File: src/rtl/tetris_pkg.sv
// Shared definitions for the piece dispenser slice.
//   - piece_t / PIECE_* : 3-bit piece codes, 0..6 legal, 7 is a corrupt code
//   - bag_t             : one 7-slot bag, slot 0 in the least significant bits
//   - req_state_t       : states of the bag request handshake
//   - sanitize_bag / bag_has_bad : scrub corrupt codes out of a captured bag
package tetris_pkg;

  localparam int NSLOTS = 7;
  localparam int PW     = 3;

  typedef logic [PW-1:0] piece_t;

  localparam piece_t PIECE_I   = 3'd0;
  localparam piece_t PIECE_J   = 3'd1;
  localparam piece_t PIECE_L   = 3'd2;
  localparam piece_t PIECE_O   = 3'd3;
  localparam piece_t PIECE_S   = 3'd4;
  localparam piece_t PIECE_T   = 3'd5;
  localparam piece_t PIECE_Z   = 3'd6;
  localparam piece_t PIECE_BAD = 3'd7;

  // Index of the last slot in a bag.
  localparam logic [2:0] LAST_IDX = 3'd6;

  typedef piece_t [NSLOTS-1:0] bag_t;

  typedef enum logic [1:0] {
    IDLE    = 2'd0,
    REQ     = 2'd1,
    WAITLOW = 2'd2
  } req_state_t;

  // Replace every corrupt slot code with PIECE_I so downstream never sees 7.
  function automatic bag_t sanitize_bag(input bag_t bag);
    bag_t clean;
    for (int i = 0; i < NSLOTS; i++) begin
      if (bag[i] == PIECE_BAD) begin
        clean[i] = PIECE_I;
      end else begin
        clean[i] = bag[i];
      end
    end
    return clean;
  endfunction

  // True when any slot of the bag carries the corrupt code.
  function automatic logic bag_has_bad(input bag_t bag);
    logic bad;
    bad = 1'b0;
    for (int i = 0; i < NSLOTS; i++) begin
      if (bag[i] == PIECE_BAD) begin
        bad = 1'b1;
      end else begin
        bad = bad;
      end
    end
    return bad;
  endfunction

endpackage

File: src/rtl/bag_req_fsm.sv
// Request/handshake state machine towards the bag generator.
// Ports:
//   clk, reset (async, active-high)
//   space     : at least one bag buffer is free
//   bag_ready : generator done flag
//   newbag    : request level, high exactly while in REQ
//   capture   : strobe, the bag on the bus is taken on this clock edge
module bag_req_fsm
  import tetris_pkg::*;
(
  input  logic clk,
  input  logic reset,
  input  logic space,
  input  logic bag_ready,
  output logic newbag,
  output logic capture
);

  req_state_t state_r;
  req_state_t state_s;
  logic       capture_s;

  // State register.
  always_ff @(posedge clk or posedge reset) begin
    if (reset) begin
      state_r <= IDLE;
    end else begin
      state_r <= state_s;
    end
  end

  // Next-state and capture decode. WAITLOW keeps a ready flag that is still
  // high from the previous bag from being taken as a fresh bag.
  always_comb begin
    state_s   = state_r;
    capture_s = 1'b0;
    case (state_r)
      IDLE: begin
        if (space) begin
          state_s = REQ;
        end else begin
          state_s = IDLE;
        end
      end
      REQ: begin
        if (bag_ready) begin
          state_s   = WAITLOW;
          capture_s = 1'b1;
        end else begin
          state_s = REQ;
        end
      end
      WAITLOW: begin
        if (!bag_ready) begin
          state_s = IDLE;
        end else begin
          state_s = WAITLOW;
        end
      end
      default: begin
        state_s = IDLE;
      end
    endcase
  end

  assign newbag  = (state_r == REQ);
  assign capture = capture_s;

endmodule

File: src/rtl/piece_dispenser.sv
// Consumer end of the random-bag interface. Requests bags, double-buffers
// them (cur + nxt) and hands out one piece per next pulse with a one-piece
// preview that looks across the bag boundary.
// Ports:
//   clk, reset (async, active-high)
//   newbag / bag_ready / bag_pieces : handshake and data from the generator
//   next                            : advance to the following piece
//   piece_valid / piece             : current piece
//   preview_valid / preview         : piece after the current one
//   bad_code                        : sticky, a captured slot held code 7
module piece_dispenser
  import tetris_pkg::*;
(
  input  logic                 clk,
  input  logic                 reset,
  output logic                 newbag,
  input  logic                 bag_ready,
  input  logic [NSLOTS*PW-1:0] bag_pieces,
  input  logic                 next,
  output logic                 piece_valid,
  output logic [PW-1:0]        piece,
  output logic                 preview_valid,
  output logic [PW-1:0]        preview,
  output logic                 bad_code
);

  bag_t       cur_r;
  bag_t       nxt_r;
  logic       cur_valid_r;
  logic       nxt_valid_r;
  logic [2:0] idx_r;
  logic       bad_code_r;
  piece_t     piece_r;
  logic       piece_valid_r;
  piece_t     preview_r;
  logic       preview_valid_r;

  bag_t       cur_s;
  bag_t       nxt_s;
  logic       cur_valid_s;
  logic       nxt_valid_s;
  logic [2:0] idx_s;
  piece_t     piece_s;
  piece_t     preview_s;
  logic       preview_valid_s;

  bag_t       bag_in_s;
  bag_t       bag_clean_s;
  logic       space_s;
  logic       capture_s;
  logic       adv_s;
  logic       wrap_s;
  logic       swap_s;
  logic       drain_s;
  logic       to_cur_s;
  logic       to_nxt_s;

  assign space_s     = !(cur_valid_r && nxt_valid_r);
  assign bag_in_s    = bag_t'(bag_pieces);
  assign bag_clean_s = sanitize_bag(bag_in_s);

  bag_req_fsm u_req (
    .clk       (clk),
    .reset     (reset),
    .space     (space_s),
    .bag_ready (bag_ready),
    .newbag    (newbag),
    .capture   (capture_s)
  );

  // A next with no valid piece is dropped. A wrap either swaps nxt in or,
  // with nothing buffered, empties cur; an empty cur (including one emptied
  // on this very edge) is where a captured bag lands.
  assign adv_s    = next && cur_valid_r;
  assign wrap_s   = adv_s && (idx_r == LAST_IDX);
  assign swap_s   = wrap_s && nxt_valid_r;
  assign drain_s  = wrap_s && !nxt_valid_r;
  assign to_cur_s = capture_s && (!cur_valid_r || drain_s);
  assign to_nxt_s = capture_s && !(!cur_valid_r || drain_s);

  // Next buffer state.
  always_comb begin
    cur_s       = cur_r;
    cur_valid_s = cur_valid_r;
    nxt_s       = nxt_r;
    nxt_valid_s = nxt_valid_r;
    idx_s       = idx_r;

    if (to_cur_s) begin
      cur_s       = bag_clean_s;
      cur_valid_s = 1'b1;
      idx_s       = 3'd0;
    end else if (swap_s) begin
      cur_s       = nxt_r;
      cur_valid_s = 1'b1;
      idx_s       = 3'd0;
    end else if (drain_s) begin
      cur_valid_s = 1'b0;
    end else if (adv_s) begin
      idx_s = idx_r + 3'd1;
    end else begin
      idx_s = idx_r;
    end

    if (to_nxt_s) begin
      nxt_s       = bag_clean_s;
      nxt_valid_s = 1'b1;
    end else if (swap_s) begin
      nxt_valid_s = 1'b0;
    end else begin
      nxt_valid_s = nxt_valid_r;
    end
  end

  // Output decode from the next buffer state so the registered outputs line
  // up with the buffers on the same cycle.
  always_comb begin
    piece_s         = cur_s[idx_s];
    preview_s       = 3'd0;
    preview_valid_s = 1'b0;
    if (idx_s < LAST_IDX) begin
      preview_s       = cur_s[idx_s + 3'd1];
      preview_valid_s = cur_valid_s;
    end else if (idx_s == LAST_IDX) begin
      preview_s       = nxt_s[3'd0];
      preview_valid_s = nxt_valid_s;
    end else begin
      preview_s       = 3'd0;
      preview_valid_s = 1'b0;
    end
  end

  // Buffers, index, sticky error flag and registered outputs.
  always_ff @(posedge clk or posedge reset) begin
    if (reset) begin
      cur_r           <= '0;
      nxt_r           <= '0;
      cur_valid_r     <= 1'b0;
      nxt_valid_r     <= 1'b0;
      idx_r           <= 3'd0;
      bad_code_r      <= 1'b0;
      piece_r         <= 3'd0;
      piece_valid_r   <= 1'b0;
      preview_r       <= 3'd0;
      preview_valid_r <= 1'b0;
    end else begin
      cur_r           <= cur_s;
      nxt_r           <= nxt_s;
      cur_valid_r     <= cur_valid_s;
      nxt_valid_r     <= nxt_valid_s;
      idx_r           <= idx_s;
      bad_code_r      <= bad_code_r | (capture_s & bag_has_bad(bag_in_s));
      piece_r         <= piece_s;
      piece_valid_r   <= cur_valid_s;
      preview_r       <= preview_s;
      preview_valid_r <= preview_valid_s;
    end
  end

  assign piece         = piece_r;
  assign piece_valid   = piece_valid_r;
  assign preview       = preview_r;
  assign preview_valid = preview_valid_r;
  assign bad_code      = bad_code_r;

endmodule
File: config.mk
export PLATFORM = sky130hd
export DESIGN_NAME = piece_dispenser
export DESIGN_NICKNAME = d
export VERILOG_FILES = /design/src/rtl/tetris_pkg.sv /design/src/rtl/bag_req_fsm.sv /design/src/rtl/piece_dispenser.sv
export SDC_FILE = /design/constraint.sdc
export NUM_CORES = 1
export LEC_CHECK = 0
export ABC_AREA = 1
export ABC_CLOCK_PERIOD_IN_PS = 2200
export CAP_MARGIN = 25
export CORE_MARGIN = 2
export CORE_UTILIZATION = 53
export CTS_BUF_LIST = sky130_fd_sc_hd__clkbuf_2 sky130_fd_sc_hd__clkbuf_4 sky130_fd_sc_hd__clkbuf_8
export CTS_CLUSTER_DIAMETER = 60
export DETAILED_ROUTE_END_ITERATION = 8
export GPL_TIMING_DRIVEN = 0
export PLACE_DENSITY = 0.83
export SYNTH_ARGS = -nofsm -noshare
export SYNTH_HDL_FRONTEND = slang
export SYNTH_SLANG_ARGS = --single-unit
File: constraint.sdc
create_clock -name clk -period 2.2 [get_ports clk]
set_input_delay 0.55 -clock clk [delete_from_list [all_inputs] [get_ports clk]]
set_output_delay 0.55 -clock clk [all_outputs]
set_load 0.01 [all_outputs]
* Yosys cells after proc, flatten, opt, wreduce, memory -nomap -nowiden
Index checks and enable logic that the tools add are counted.
Cells by class: bitwise gates (word level) 2, reduce and logical (&&, ||, !) cells 12, $lt $le $gt $ge 3, $add $sub $neg 2, mux-type cells 40, eq/ne operators 11
Operators by type and width (count):
- 2-to-1 mux 3 bit | 16
- 2-to-1 mux 21 bit | 2
- == test 3 bit, second input constant | 9
- binary-select mux 3 bit (select 3 bit) | 2
- 2-to-1 mux 1 bit | 17
- < comparator 3 x 4 -> 1 bit, second input constant | 2
- logical AND 1 bit | 7
- adder 3 x 1 -> 3 bit, second input constant | 2
- case mux 2 bit (3 select lines) | 1
- 2-to-1 mux 2 bit | 2
- zero test 1 bit | 3
- < comparator 3 bit, second input constant | 1
- == test 2 x 1 -> 1 bit, second input constant | 1
- == test 2 bit, second input constant | 1
- zero test 2 bit | 1
- bitwise AND 1 bit | 1
- logical OR 1 bit | 1
- bitwise OR 1 bit | 1
Word-level totals: register bits 57, input bits 25, output and inout port bits 10, logic and storage cells 92

* Logic depth before layout (Yosys ltp)
Gate-level depths: netlist of the first run.
depth in word-level cells 10, mapped depth 18, gate-level depth less buffers 18

* Modules after synthesis
A second synthesis of the first run with hierarchy kept.
Second synthesis, totals: cells, all modules 461, area total of the unflattened synthesis 3259.4 um^2
Modules (own cells, without submodules):
- piece_dispenser | cells each 445, area each 3153.0 um^2, instances 1, seq. area each 1376.3 um^2
- bag_req_fsm | cells each 16, area each 106.4 um^2, instances 1, seq. area each 50.0 um^2

* Least setup slack after synthesis of the first run
Ideal clock, no wire load.
path kind register to register, start point register idx_r[0], end point register preview_r[0] (netlist: preview[0]), stages on the path, launching flop included 16, arrival 2.098 ns, library setup time 0.117 ns, clock period less this slack 2.215 ns, path buffers 1, required time 2.083 ns, path slack -0.015 ns, cell sequence dfrtp_1 -> inv_1 -> ha_1 -> nand2_2 -> o21ai_2 -> nand3_4 -> nand2_2 -> nor2_4 -> buf_6 -> ha_1 -> nand4_1 -> nor2_1 -> nor2_1 -> nand2_1 -> nand3_1 -> nand2_1
On the way: cells in the longest elaborated chain, start to end 10, elaborated cells between the ends (all ways) 23, those cells by class add/sub: 2; order compare: 1; eq/ne: 2; mux: 11; reduce/logical: 7
Ends and longest elaborated chain:
- from (decl) | RTL line piece_dispenser.sv:31 | logic [2:0] idx_r;
- from (signal assigned) | RTL line piece_dispenser.sv:151 | idx_r <= idx_s;
- branches (longest 5 deep; another with adder 3 x 1 -> 3 bit)
- 2-to-1 mux 3 bit * | RTL line piece_dispenser.sv:89 | if (to_cur_s) begin
- net idx_s[0] | RTL line piece_dispenser.sv:42 | logic [2:0] idx_s;
- adder 3 x 1 -> 3 bit | RTL line piece_dispenser.sv:122 | preview_s = cur_s[idx_s + 3'd1];
- binary-select mux 3 bit (select 3 bit) | RTL line piece_dispenser.sv:122
- 2-to-1 mux 3 bit (implied by the code) | RTL line piece_dispenser.sv:122
- 2-to-1 mux 3 bit * | RTL line piece_dispenser.sv:121 | if (idx_s < LAST_IDX) begin
- net preview_s[0] | RTL line piece_dispenser.sv:44 | piece_t preview_s;
- to (signal assigned) | RTL line piece_dispenser.sv:155 | preview_r <= preview_s;
- to (decl) | RTL line piece_dispenser.sv:35 | piece_t preview_r;
Mark *: on every way through the listed nets, which the timed path passes. The select of a mux whose other input is x is not followed. A chain may end at the register's enable or synchronous reset.

* Final worst setup path of the first run
Ends and elaborated chain as after synthesis.

==> results_dict.tcl, run 1 <==
set metrics [dict create \
    cts_inserted_buffers 9 \
    die_height_um 83.2 \
    grt_pass1_wl_mm 14.9 \
    tightest_slew_ps 520 \
    globalRouteOverflowTotal 0 \
    syn_to_final_growth_pct 26.6 \
    final_nets 541 \
    stdcell_count 593 \
    detail_route.first_pass.iterations 5 \
    placement.setup.worst_slack_ps -670 \
    max_clock_freq_mhz 460 \
    result_of_the_run "finished clean" \
    worst_setup_path_end_kind "register" \
    timing.critical_path.arrival_ps 2460 \
    yosys.area_share.xor_xnor_pct 0 \
    antenna_cells 0 \
    cts_hold_buf 0 \
    pwr-share-seq_pct 27.9 \
    muxShareOfSynthArea_pct 0 \
    yosys.area_share.adder_pct 1.13 \
    vias_per_cell 5.44 \
    worst_ir_drop_vdd_mv 0.786 \
    syn-num-nets 481 \
    mean_post_synth_cell_area_um2 7.33 \
    max_slew_margin_pct 65.3 \
    part_of_the_yosys_area_used_for_sequential_elements_pct 42.9 \
    crit_path_max_incr_delay_ps 390 \
    detailed_place.area_um2 3790 \
    cell_with_the_largest_stage_delay_on_the_worst_path "sky130_fd_sc_hd__dfrtp_1" \
    final_design_area_no_fill_um2 4210 \
    cts.root.buffer_cell "sky130_fd_sc_hd__clkbuf_8" \
    cts_num_sinks 57 \
    cts-root-to-sink-buffers 2 \
    p_sw_share_pct 44.9 \
    io_pins 35 \
    grt_setup_unrepaired "true" \
    grt_max_degree 39 \
    cellLeakagePower_nw 2.21 \
    p_comb_share_pct 56.3 \
    yosys_warnings 0 \
    initialDrtViolationCount 281 \
    rr_worst_depth 16 \
    tritoncts_clock_tree "yes" \
    final.min_clock_period_ps 2170 \
    ant_nets 0 \
    i_o_buffers 34 \
    fp.dieW_um 83.2 \
    timing.final.crit_share_pct 98.8 \
    die_outline_area_um2 6920 \
    drv_slew 0 \
    clock_latency_ps 350 \
    finalWeightedCongestion 0.948 \
    final.setup.worst_slack_ps 26.4 \
    floorplan.rows 28 \
    numPlacedInstances 563 \
    syn_area_um2 3320 \
    critPathRequiredTime_ps 2490 \
    fin_worst_hold_slack_ps 490 \
    placeableCoreArea_um2 5990 \
    htree_levels 3 \
    detail_route.wirelength_mm 8.81 \
    p_clk_share_pct 15.8 \
    worstPathMaxFanout 4 \
    setup_violations 0 \
    synth_simple_gate_area_share_pct 41.0 \
    first_global_vias 3087 \
    int_pwr_mw 3.49 \
    synth_compound_gate_area_share_pct 5.27 \
    cap_viol_max_count 0 \
    synth_cells 453 \
    setup.worst_path.class "register to register" \
    largest_clock_skew_in_the_final_design_ps 8.08 \
    power_per_cell_area_nw_per_um2 1510 \
    final_hold_viol_count 0 \
    crit_path_start_kind "register" \
    clkSlewWorstSetupHoldPaths_ps 70 \
    layout-drive-gt1-share_pct 18.1 \
    wl_per_cell_um 14.9 \
    number_of_stages_on_the_worst_setup_path 16 \
    starting_density_of_the_core_pct 55.5 \
    worstHoldPathCells 2 \
    yosys.cell_types.count 29 \
    path_buf_inv 2 \
    net-switching-power_mw 2.85 \
    gr-usage-all-layers_pct 27.5 \
    via_count 3225 \
    hpwl_reported_at_the_end_of_detailed_placement_mm 6.34 \
    worst_hold_path_type "register to register" \
    grt_antenna_before_repair 0 \
    synth-seq-cells 57 \
    detail_route.drc_violations 0 \
    main_combinational_cell_family_by_area_after_synthesis "simple AND/OR/NAND/NOR gates" \
    timing.critical_path.cells "inv_2 -> ha_4 -> nand2_8 -> nor2_8 -> nand2_4 -> nand2_4 -> o21ai_2 -> nand3_4 -> clkinv_4 -> ha_4 -> nand4_1 -> nor2_1 -> nor2_1 -> nand2_1 -> nand3_1 -> nand2_1" \
    critical-path-top-delay-family "simple AND/OR/NAND/NOR gates" \
]
-- path summary, 6_finish.rpt --
check	startpoint	to	slack, ps
worst max-delay path	idx_r[0]	preview[0]	30
worst min-delay path	nxt_r[11]	nxt_r[11]	490
worst max register to register	idx_r[0]	preview[0]	30
worst min register to register	nxt_r[11]	nxt_r[11]	490
max in group asynchronous	reset	cur_r[19]	1140
min in group asynchronous	reset	bad_code	510
-- per-stage QoR --
step                util [%]  setup TNS (ps)  total power [mW]
floorplan                  -               0              4.04
CTS                     68.7               0              6.17
finish                  70.2               0              6.35
global route            70.2            -386              6.90
global placement        62.9          -49770              4.86
detailed placement      63.2           -6550              4.96
-- tightest hold or removal path, cell delays in order, from the launching register on --
cell                      delay, ps
sky130_fd_sc_hd__dfrtp_1        340
sky130_fd_sc_hd__nand2_1         50
sky130_fd_sc_hd__o21ai_0         60
-- sequential cells by signal, indices dropped and copies added (netlist names) --
register / cells
piece: 3
preview_valid: 1
cur_r: 21
idx_r: 3
bad_code: 1
nxt_r: 21
preview: 3
nxt_valid_r: 1
u_req.state_r: 2
piece_valid: 1
-- cells by family (layout without fill, tap and decap cells) --
| logic type | Yosys count | after routing |
|---|---|---|
| buf+inv | 66 | 131 |
| flops | 57 | 57 |
| simple gates | 296 | 296 |
| compound gates | 31 | 31 |
| fa+ha+maj | 3 | 3 |
-- final cells by class --
type | instances | area, um2
fillers | 517 | 1790
multi-input cells | 330 | 1690
flip-flops and latches | 57 | 1430
repair buffers | 49 | 463
inverters | 48 | 189
plain buffers | 18 | 141
clock buffers | 10 | 138
well taps | 75 | 93.8
clock inverters | 6 | 67.6
-- power by group through the flow --
| stage | logic, mW | clock network, mW | registers (mW) |
|---|---|---|---|
| floorplan | 2.29 | 0 | 1.75 |
| global placement | 3.13 | 0 | 1.73 |
| detailed placement | 3.20 | 0 | 1.76 |
| CTS | 3.41 | 1.01 | 1.75 |
| global route | 4.02 | 1.06 | 1.82 |
| finish | 3.57 | 1.00 | 1.77 |
-- layer usage --
metal	wire length, um	global-route usage (%)
met1	3770	35.9
met2	4370	45.2
met4	210	10.7
met5	0	0
met3	457	5.57
-- what timing repair did --
item | in CTS | in global routing
gates resized for setup | 13 | 21
setup buffers | 10 | 4
gates cloned | 0 | 1
endpoints found under the setup margin | 3 | 6
pin swaps | 10 | 10
-- synth_stat cells --
library cell,instances,area (um2)
sky130_fd_sc_hd__dfrtp_1,57,1430
sky130_fd_sc_hd__clkinv_2,1,5.00
sky130_fd_sc_hd__ha_1,3,37.5
sky130_fd_sc_hd__a21boi_0,1,7.51
sky130_fd_sc_hd__nand2_1,184,691
sky130_fd_sc_hd__nand3b_1,8,60.1
sky130_fd_sc_hd__inv_2,6,22.5
sky130_fd_sc_hd__nor2_8,1,20.0
sky130_fd_sc_hd__o21ai_2,2,17.5
sky130_fd_sc_hd__buf_4,3,22.5
sky130_fd_sc_hd__nor2_1,10,37.5
sky130_fd_sc_hd__inv_4,1,6.26
sky130_fd_sc_hd__o21bai_1,1,7.51
sky130_fd_sc_hd__nand3_4,3,52.6
sky130_fd_sc_hd__inv_1,40,150
sky130_fd_sc_hd__nand4_1,3,18.8
sky130_fd_sc_hd__nor2_2,1,6.26
sky130_fd_sc_hd__nand3_2,1,10.0
sky130_fd_sc_hd__o21ai_0,22,110
sky130_fd_sc_hd__clkbuf_1,4,15.0
sky130_fd_sc_hd__nand3_1,69,345
sky130_fd_sc_hd__nor2_4,2,22.5
sky130_fd_sc_hd__nor3b_1,1,7.51
sky130_fd_sc_hd__nand2_4,2,22.5
sky130_fd_sc_hd__buf_6,7,78.8
sky130_fd_sc_hd__buf_2,4,20.0
sky130_fd_sc_hd__o211ai_2,1,12.5
sky130_fd_sc_hd__o21ai_1,4,20.0
sky130_fd_sc_hd__nand2_2,11,68.8
-- layout by cell type, fill, tap and decap left out, types with 2 or more instances in the layout --
| cell type | count |
|---|---|
| sky130_fd_sc_hd__buf_2 | 2 |
| sky130_fd_sc_hd__buf_4 | 19 |
| sky130_fd_sc_hd__buf_6 | 7 |
| sky130_fd_sc_hd__clkbuf_1 | 4 |
| sky130_fd_sc_hd__clkbuf_8 | 10 |
| sky130_fd_sc_hd__clkdlybuf4s50_1 | 32 |
| sky130_fd_sc_hd__clkinv_2 | 2 |
| sky130_fd_sc_hd__clkinv_4 | 3 |
| sky130_fd_sc_hd__clkinvlp_4 | 2 |
| sky130_fd_sc_hd__dfrtp_1 | 56 |
| sky130_fd_sc_hd__dlygate4sd2_1 | 2 |
| sky130_fd_sc_hd__ha_4 | 2 |
| sky130_fd_sc_hd__inv_1 | 38 |
| sky130_fd_sc_hd__inv_2 | 7 |
| sky130_fd_sc_hd__nand2_1 | 174 |
| sky130_fd_sc_hd__nand2_2 | 17 |
| sky130_fd_sc_hd__nand2_4 | 4 |
| sky130_fd_sc_hd__nand2_8 | 2 |
| sky130_fd_sc_hd__nand3_1 | 67 |
| sky130_fd_sc_hd__nand3_2 | 3 |
| sky130_fd_sc_hd__nand3_4 | 3 |
| sky130_fd_sc_hd__nand3b_1 | 8 |
| sky130_fd_sc_hd__nand4_1 | 3 |
| sky130_fd_sc_hd__nor2_1 | 10 |
| sky130_fd_sc_hd__nor2_4 | 3 |
| sky130_fd_sc_hd__o21ai_0 | 22 |
| sky130_fd_sc_hd__o21ai_1 | 4 |
Power figures use the tool's default switching activity.
==> run 2: changes to the inputs <==
CORE_UTILIZATION = 31   (was 53)
PLACE_DENSITY = 0.56   (was 0.83)
==> run 2 against run 1 <==
Cell count up 10%; first-iteration DRC count is 25% lower; combinational power increased by 3%; sequential power about the same; non-clock buffer count down 1; via count shrank 2.3%; power grew 2.9%.
==> results_dict.tcl, run 2 (synthesis gave the netlist of run 1 again) <==
set metrics [dict create \
    result_of_the_run "finished clean" \
    clkSlewWorstSetupHoldPaths_ps 70 \
    via_count 3150 \
    worst_ir_drop_vdd_mv 0.478 \
    die_outline_area_um2 11600 \
    detailed_place.area_um2 3860 \
    timing.critical_path.arrival_ps 2350 \
    io_pins 35 \
    total_power_mw 6.53 \
    placeableCoreArea_um2 10400 \
    crit_path_start_kind "register" \
    crit_path_max_incr_delay_ps 390 \
    r2r_start "idx_r[0]" \
    antenna_cells 0 \
    timing.critical_path.cells "inv_2 -> ha_4 -> nand2_8 -> nor2_8 -> nand2_4 -> nand2_4 -> nand2_2 -> o21ai_2 -> nand3_4 -> inv_8 -> ha_4 -> nand4_1 -> nor2_1 -> nor2_1 -> nand2_1 -> nand3_2 -> nand2_1" \
    largest_clock_skew_in_the_final_design_ps 13.8 \
    cts-root-to-sink-buffers 2 \
    rr_worst_depth 17 \
    finalWeightedCongestion 0.877 \
    grt_antenna_before_repair 0 \
    clock_latency_ps 350 \
    layout.cells.most_common_list "sky130_fd_sc_hd__nand2_1, sky130_fd_sc_hd__nand3_1, sky130_fd_sc_hd__dfrtp_1" \
    worstPathMaxFanout 4 \
    fp.dieW_um 108 \
    initialDrtViolationCount 211 \
    syn_to_final_growth_pct 29.9 \
    numPlacedInstances 624 \
    final_hold_viol_count 0 \
    max_clock_freq_mhz 471 \
    globalRouteOverflowTotal 0 \
    cts_inserted_buffers 9 \
    first_global_vias 3084 \
    tightest_slew_ps 510 \
    drv_slew 0 \
    cts.root.buffer_cell "sky130_fd_sc_hd__clkbuf_8" \
    power_per_cell_area_nw_per_um2 1510 \
    max_slew_margin_pct 66.0 \
    final.min_clock_period_ps 2120 \
    floorplan.rows 37 \
    path_buf_inv 2 \
    regToRegSetupSlack_ps 80 \
    grt_pass1_wl_mm 15.7 \
    setup_violations 0 \
    wl_per_cell_um 14.7 \
    setup.worst_path.class "register to register" \
    layout-drive-gt1-share_pct 18.8 \
    die_height_um 108 \
    worst_setup_path_end_kind "register" \
    cts_num_sinks 57 \
    grt_setup_unrepaired "true" \
    final_common_cell "sky130_fd_sc_hd__nand2_1" \
    biggestRegsByFlops "cur_r: 21 flops, nxt_r: 21 flops" \
    hpwl_reported_at_the_end_of_detailed_placement_mm 6.87 \
    starting_density_of_the_core_pct 32.0 \
    ant_nets 0 \
    critical-path-top-delay-family "simple AND/OR/NAND/NOR gates" \
    detail_route.wirelength_mm 9.63 \
    final_design_area_no_fill_um2 4320 \
    gr-usage-all-layers_pct 18.0 \
    i_o_buffers 34 \
    cellLeakagePower_nw 2.21 \
    tritoncts_clock_tree "yes" \
    worst_r2r_endpoint "preview[2]" \
    critPathRequiredTime_ps 2420 \
    cts_hold_buf 0 \
    worstHoldPathCells 1 \
    startpoint_of_the_lowest_slack_hold_path "bad_code" \
    detail_route.first_pass.iterations 5 \
    final_nets 540 \
    cell_with_the_largest_stage_delay_on_the_worst_path "sky130_fd_sc_hd__dfrtp_1" \
    htree_levels 3 \
    grt_max_degree 41 \
    worst_hold_path_type "register to register" \
    cap_viol_max_count 0 \
    timing.final.crit_share_pct 96.6 \
    vias_per_cell 4.82 \
    stdcell_count 653 \
    whs_endpoint "bad_code" \
    detail_route.drc_violations 0 \
]
-- run 2: cell types whose count changed in the layout (fill, tap and decap cells not counted), moves of 3 or more --
| cell | delta |
|---|---|
| sky130_fd_sc_hd__nand2_2 | +3 |
| sky130_fd_sc_hd__clkinvlp_4 | +3 |
| sky130_fd_sc_hd__buf_4 | -5 |
| sky130_fd_sc_hd__clkinv_4 | -3 |
| sky130_fd_sc_hd__nand2_1 | -3 |
-- run 2: worst max-delay path by stage --
stage            endpoint      from  cells past startpoint  slack (ps)
6_report       preview[2]  idx_r[0]                     17          80
5_1_grt        preview[0]  idx_r[0]                     15        -100
4_1_cts        preview[2]  idx_r[0]                     17           6
3_5_place_dp   preview[0]      next                     16        -660
3_3_place_gp    cur_r[14]     reset                      2        -910
2_1_floorplan  preview[0]  idx_r[0]                     15          60
-- run 2: where the power goes --
| part | internal [mW] | total (mW) | leakage [nW] | switching [mW] |
|---|---|---|---|---|
| Clock | 0.635 | 1.10 | 0.0975 | 0.468 |
| Combinational | 1.42 | 3.67 | 1.43 | 2.24 |
| Sequential | 1.54 | 1.76 | 0.687 | 0.221 |
| Total | 3.60 | 6.53 | 2.21 | 2.93 |
-- run 2: area by class of cell --
cell class / count / area (um2)
well taps: 136 / 170
clock buffers: 9 / 124
multi-input cells: 330 / 1700
flip-flops and latches: 57 / 1430
plain buffers: 16 / 120
inverters: 48 / 193
clock inverters: 7 / 95.1
fillers: 1161 / 6050
repair buffers: 50 / 489
-- run 2: metrics by stage --
| stage | hold slack, ps | utilization (%) | TNS (ps) | setup slack, ps |
|---|---|---|---|---|
| 6_report | 479 | 41.6 | 0 | 75.0 |
| 5_1_grt | 505 | 41.6 | -279 | -102 |
| 4_1_cts | 483 | 40.8 | 0 | 5.81 |
| 3_5_place_dp | 465 | 37.3 | -7240 | -657 |
| 3_3_place_gp | 458 | 37.1 | -58200 | -906 |
| 2_1_floorplan | 444 | - | 0 | 59.4 |
-- run 2: timing repair --
| item | CTS | global route |
|---|---|---|
| cloned | 0 | 0 |
| buffers inserted | 14 | 1 |
| endpoints found under the setup margin | 3 | 16 |
| gates resized for setup | 16 | 21 |
| pin swaps | 9 | 11 |
-- run 2: metal layers --
| layer | up-vias | wire [um] | GRT usage, % |
|---|---|---|---|
| met5 | - | 0 | 0 |
| met4 | 0 | 244 | 6.50 |
| met3 | 18 | 540 | 4.48 |
| met2 | 97 | 4630 | 29.3 |
| met1 | 1486 | 4220 | 23.2 |
| li1 | 1549 | - | - |
==> run 3: changes to the inputs <==
PLACE_DENSITY = not set   (was 0.56)
==> run 3 against run 2 <==
First-iteration DRC count down 20%; clock-buffer cell count up 1; via count up 0.60%; core utilization up 0.22 points; highest routed layer unchanged; power down 0.41%.
==> results_dict.tcl, run 3 (synthesis gave the netlist of run 1 again) <==
set metrics [dict create \
    result_of_the_run "finished clean" \
    rr_worst_depth 16 \
    final_common_cell "sky130_fd_sc_hd__nand2_1" \
    floorplan.rows 37 \
    first_global_vias 3192 \
    p_clk_share_pct 16.8 \
    timing.critical_path.arrival_ps 2460 \
    final_hold_viol_count 0 \
    htree_levels 3 \
    clock_latency_ps 350 \
    detail_route.wirelength_mm 9.57 \
    largest_clock_skew_in_the_final_design_ps 9.48 \
    vias_per_cell 4.81 \
    fin_worst_hold_slack_ps 482 \
    hpwl_reported_at_the_end_of_detailed_placement_mm 6.81 \
    placeableCoreArea_um2 10400 \
    tightest_slew_ps 587 \
    worst_setup_path_end_kind "register" \
    cell_with_the_largest_stage_delay_on_the_worst_path "sky130_fd_sc_hd__dfrtp_1" \
    crit_path_start_kind "register" \
    cts_inserted_buffers 9 \
    grt_pass1_wl_mm 15.8 \
    setup.worst_path.start "idx_r[0]" \
    timing.final.crit_share_pct 99.1 \
    grt_max_degree 42 \
    final.min_clock_period_ps 2180 \
    detail_route.first_pass.iterations 4 \
    pwr-share-seq_pct 26.9 \
    final_nets 546 \
    utilization_pct 41.8 \
    starting_density_of_the_core_pct 32.0 \
    die_outline_area_um2 11600 \
    drv_slew 0 \
    routedLengthMet1_mm 4.33 \
    finalWeightedCongestion 0.891 \
    antenna_cells 0 \
    p_comb_share_pct 56.3 \
    worst_r2r_endpoint "preview[0]" \
    critical-path-top-delay-family "simple AND/OR/NAND/NOR gates" \
    crit_path_max_incr_delay_ps 390 \
    initialDrtViolationCount 169 \
    syn_to_final_growth_pct 30.6 \
    i_o_buffers 34 \
    cellLeakagePower_nw 2.24 \
    wl_per_cell_um 14.5 \
    int_pwr_mw 3.60 \
    detail_route.drc_violations 0 \
    worstPathMaxFanout 4 \
    die_height_um 108 \
    clkSlewWorstSetupHoldPaths_ps 60 \
    power_per_cell_area_nw_per_um2 1500 \
    globalRouteOverflowTotal 0 \
    fp.dieW_um 108 \
    worst_hold_path_type "register to register" \
    via_count 3169 \
    cts-root-to-sink-buffers 2 \
    setup.worst_path.class "register to register" \
    ant_nets 0 \
    cts.root.buffer_cell "sky130_fd_sc_hd__clkbuf_8" \
    regToRegSetupSlack_ps 20 \
    gr-usage-all-layers_pct 18.0 \
    path_buf_inv 2 \
    layout-drive-gt1-share_pct 18.4 \
    tritoncts_clock_tree "yes" \
    cap_viol_max_count 0 \
    worst_ir_drop_vdd_mv 0.451 \
    layout.cells.most_common_list "sky130_fd_sc_hd__nand2_1, sky130_fd_sc_hd__nand3_1, sky130_fd_sc_hd__dfrtp_1" \
    total_length_of_routed_met2_wires_mm 4.56 \
    critPathRequiredTime_ps 2480 \
    io_pins 35 \
    cts_num_sinks 57 \
    timing.critical_path.cells "inv_2 -> ha_4 -> nand2_8 -> nor2_8 -> nand2_4 -> nand2_4 -> o21ai_4 -> nand3_4 -> clkinv_4 -> ha_4 -> nand4_1 -> nor2_1 -> nor2_1 -> nand2_1 -> nand3_2 -> nand2_2" \
    maxUsedRoutingLayer "met4" \
    max_slew_margin_pct 60.9 \
    cts_hold_buf 0 \
    number_of_stages_on_the_worst_setup_path 16 \
    setup_violations 0 \
    final_design_area_no_fill_um2 4340 \
    max_clock_freq_mhz 459 \
    grt_antenna_before_repair 0 \
    crit_end "preview[0]" \
    biggestRegsByFlops "cur_r: 21 flops, nxt_r: 21 flops" \
    p_sw_share_pct 44.6 \
    net-switching-power_mw 2.90 \
    grt_setup_unrepaired "true" \
    routed_length_on_met3_um 508 \
    r2r_start "idx_r[0]" \
    detailed_place.area_um2 3860 \
]
run 3: cell count changes in the layout (fill, tap and decap cells not counted), sizes merged:
cell,change
buf,+7
dlygate4sd2,+1
inv,-1
clkinvlp,-3
dlymetal6s2s,-1
clkinv,+3
run 3: final cells by class:
cell class                      count  area (um2)
Sequential cell                    57        1430
Buffer                             17         135
Tap cell                          136         170
Clock inverter                      6        82.6
Multi-Input combinational cell    330        1680
Timing Repair Buffer               55         524
Clock buffer                       10         131
Inverter                           48         190
Fill cell                        1078        6030
run 3: per-stage QoR:
stage          setup TNS, ps  worst slack, ps  power, mW  cells
2_1_floorplan              0             59.4       4.04    453
3_3_place_gp          -56960             -882       4.95    623
3_5_place_dp           -6910             -680       5.01    624
4_1_cts                    0             24.5       6.34    655
5_1_grt                 -459             -159       7.05    659
6_report                   0             19.7       6.50    659
run 3: worst min-delay path, stage by stage (launching register included):
cell and delay (ps):
sky130_fd_sc_hd__dfrtp_1 340, sky130_fd_sc_hd__nand2_1 50, sky130_fd_sc_hd__o21ai_0 60
run 3: per-layer routing:
layer  up-vias  track usage (%)
met5         -                0
li1       1559                -
met2        83             29.3
met4         0             6.14
met3        10             4.18
met1      1517             23.3
run 3: power by group through the flow:
stage	Sequential, mW	Combinational (mW)	Clock [mW]
after floorplan	1.75	2.29	0
after global placement	1.74	3.21	0
after detailed placement	1.75	3.26	0
after CTS	1.74	3.49	1.10
after global routing	1.80	4.10	1.15
final	1.75	3.66	1.09
run 3: how the worst min path moves through the flow:
stage          startpoint        end  slack [ps]  cells after the start
2_1_floorplan   nxt_r[10]  nxt_r[10]         440                      2
3_3_place_gp     nxt_r[9]   nxt_r[9]         460                      2
3_5_place_dp     nxt_r[9]   nxt_r[9]         470                      2
4_1_cts          nxt_r[9]   nxt_r[9]         480                      2
5_1_grt          nxt_r[9]   nxt_r[9]         500                      2
6_report         nxt_r[9]   nxt_r[9]         480                      2
run 3: what timing repair did:
item                       4_1_cts  5_1_grt
setup buffers                   16        4
resized for setup               12       17
pin swaps                       13       18
setup endpoints to repair        3        5
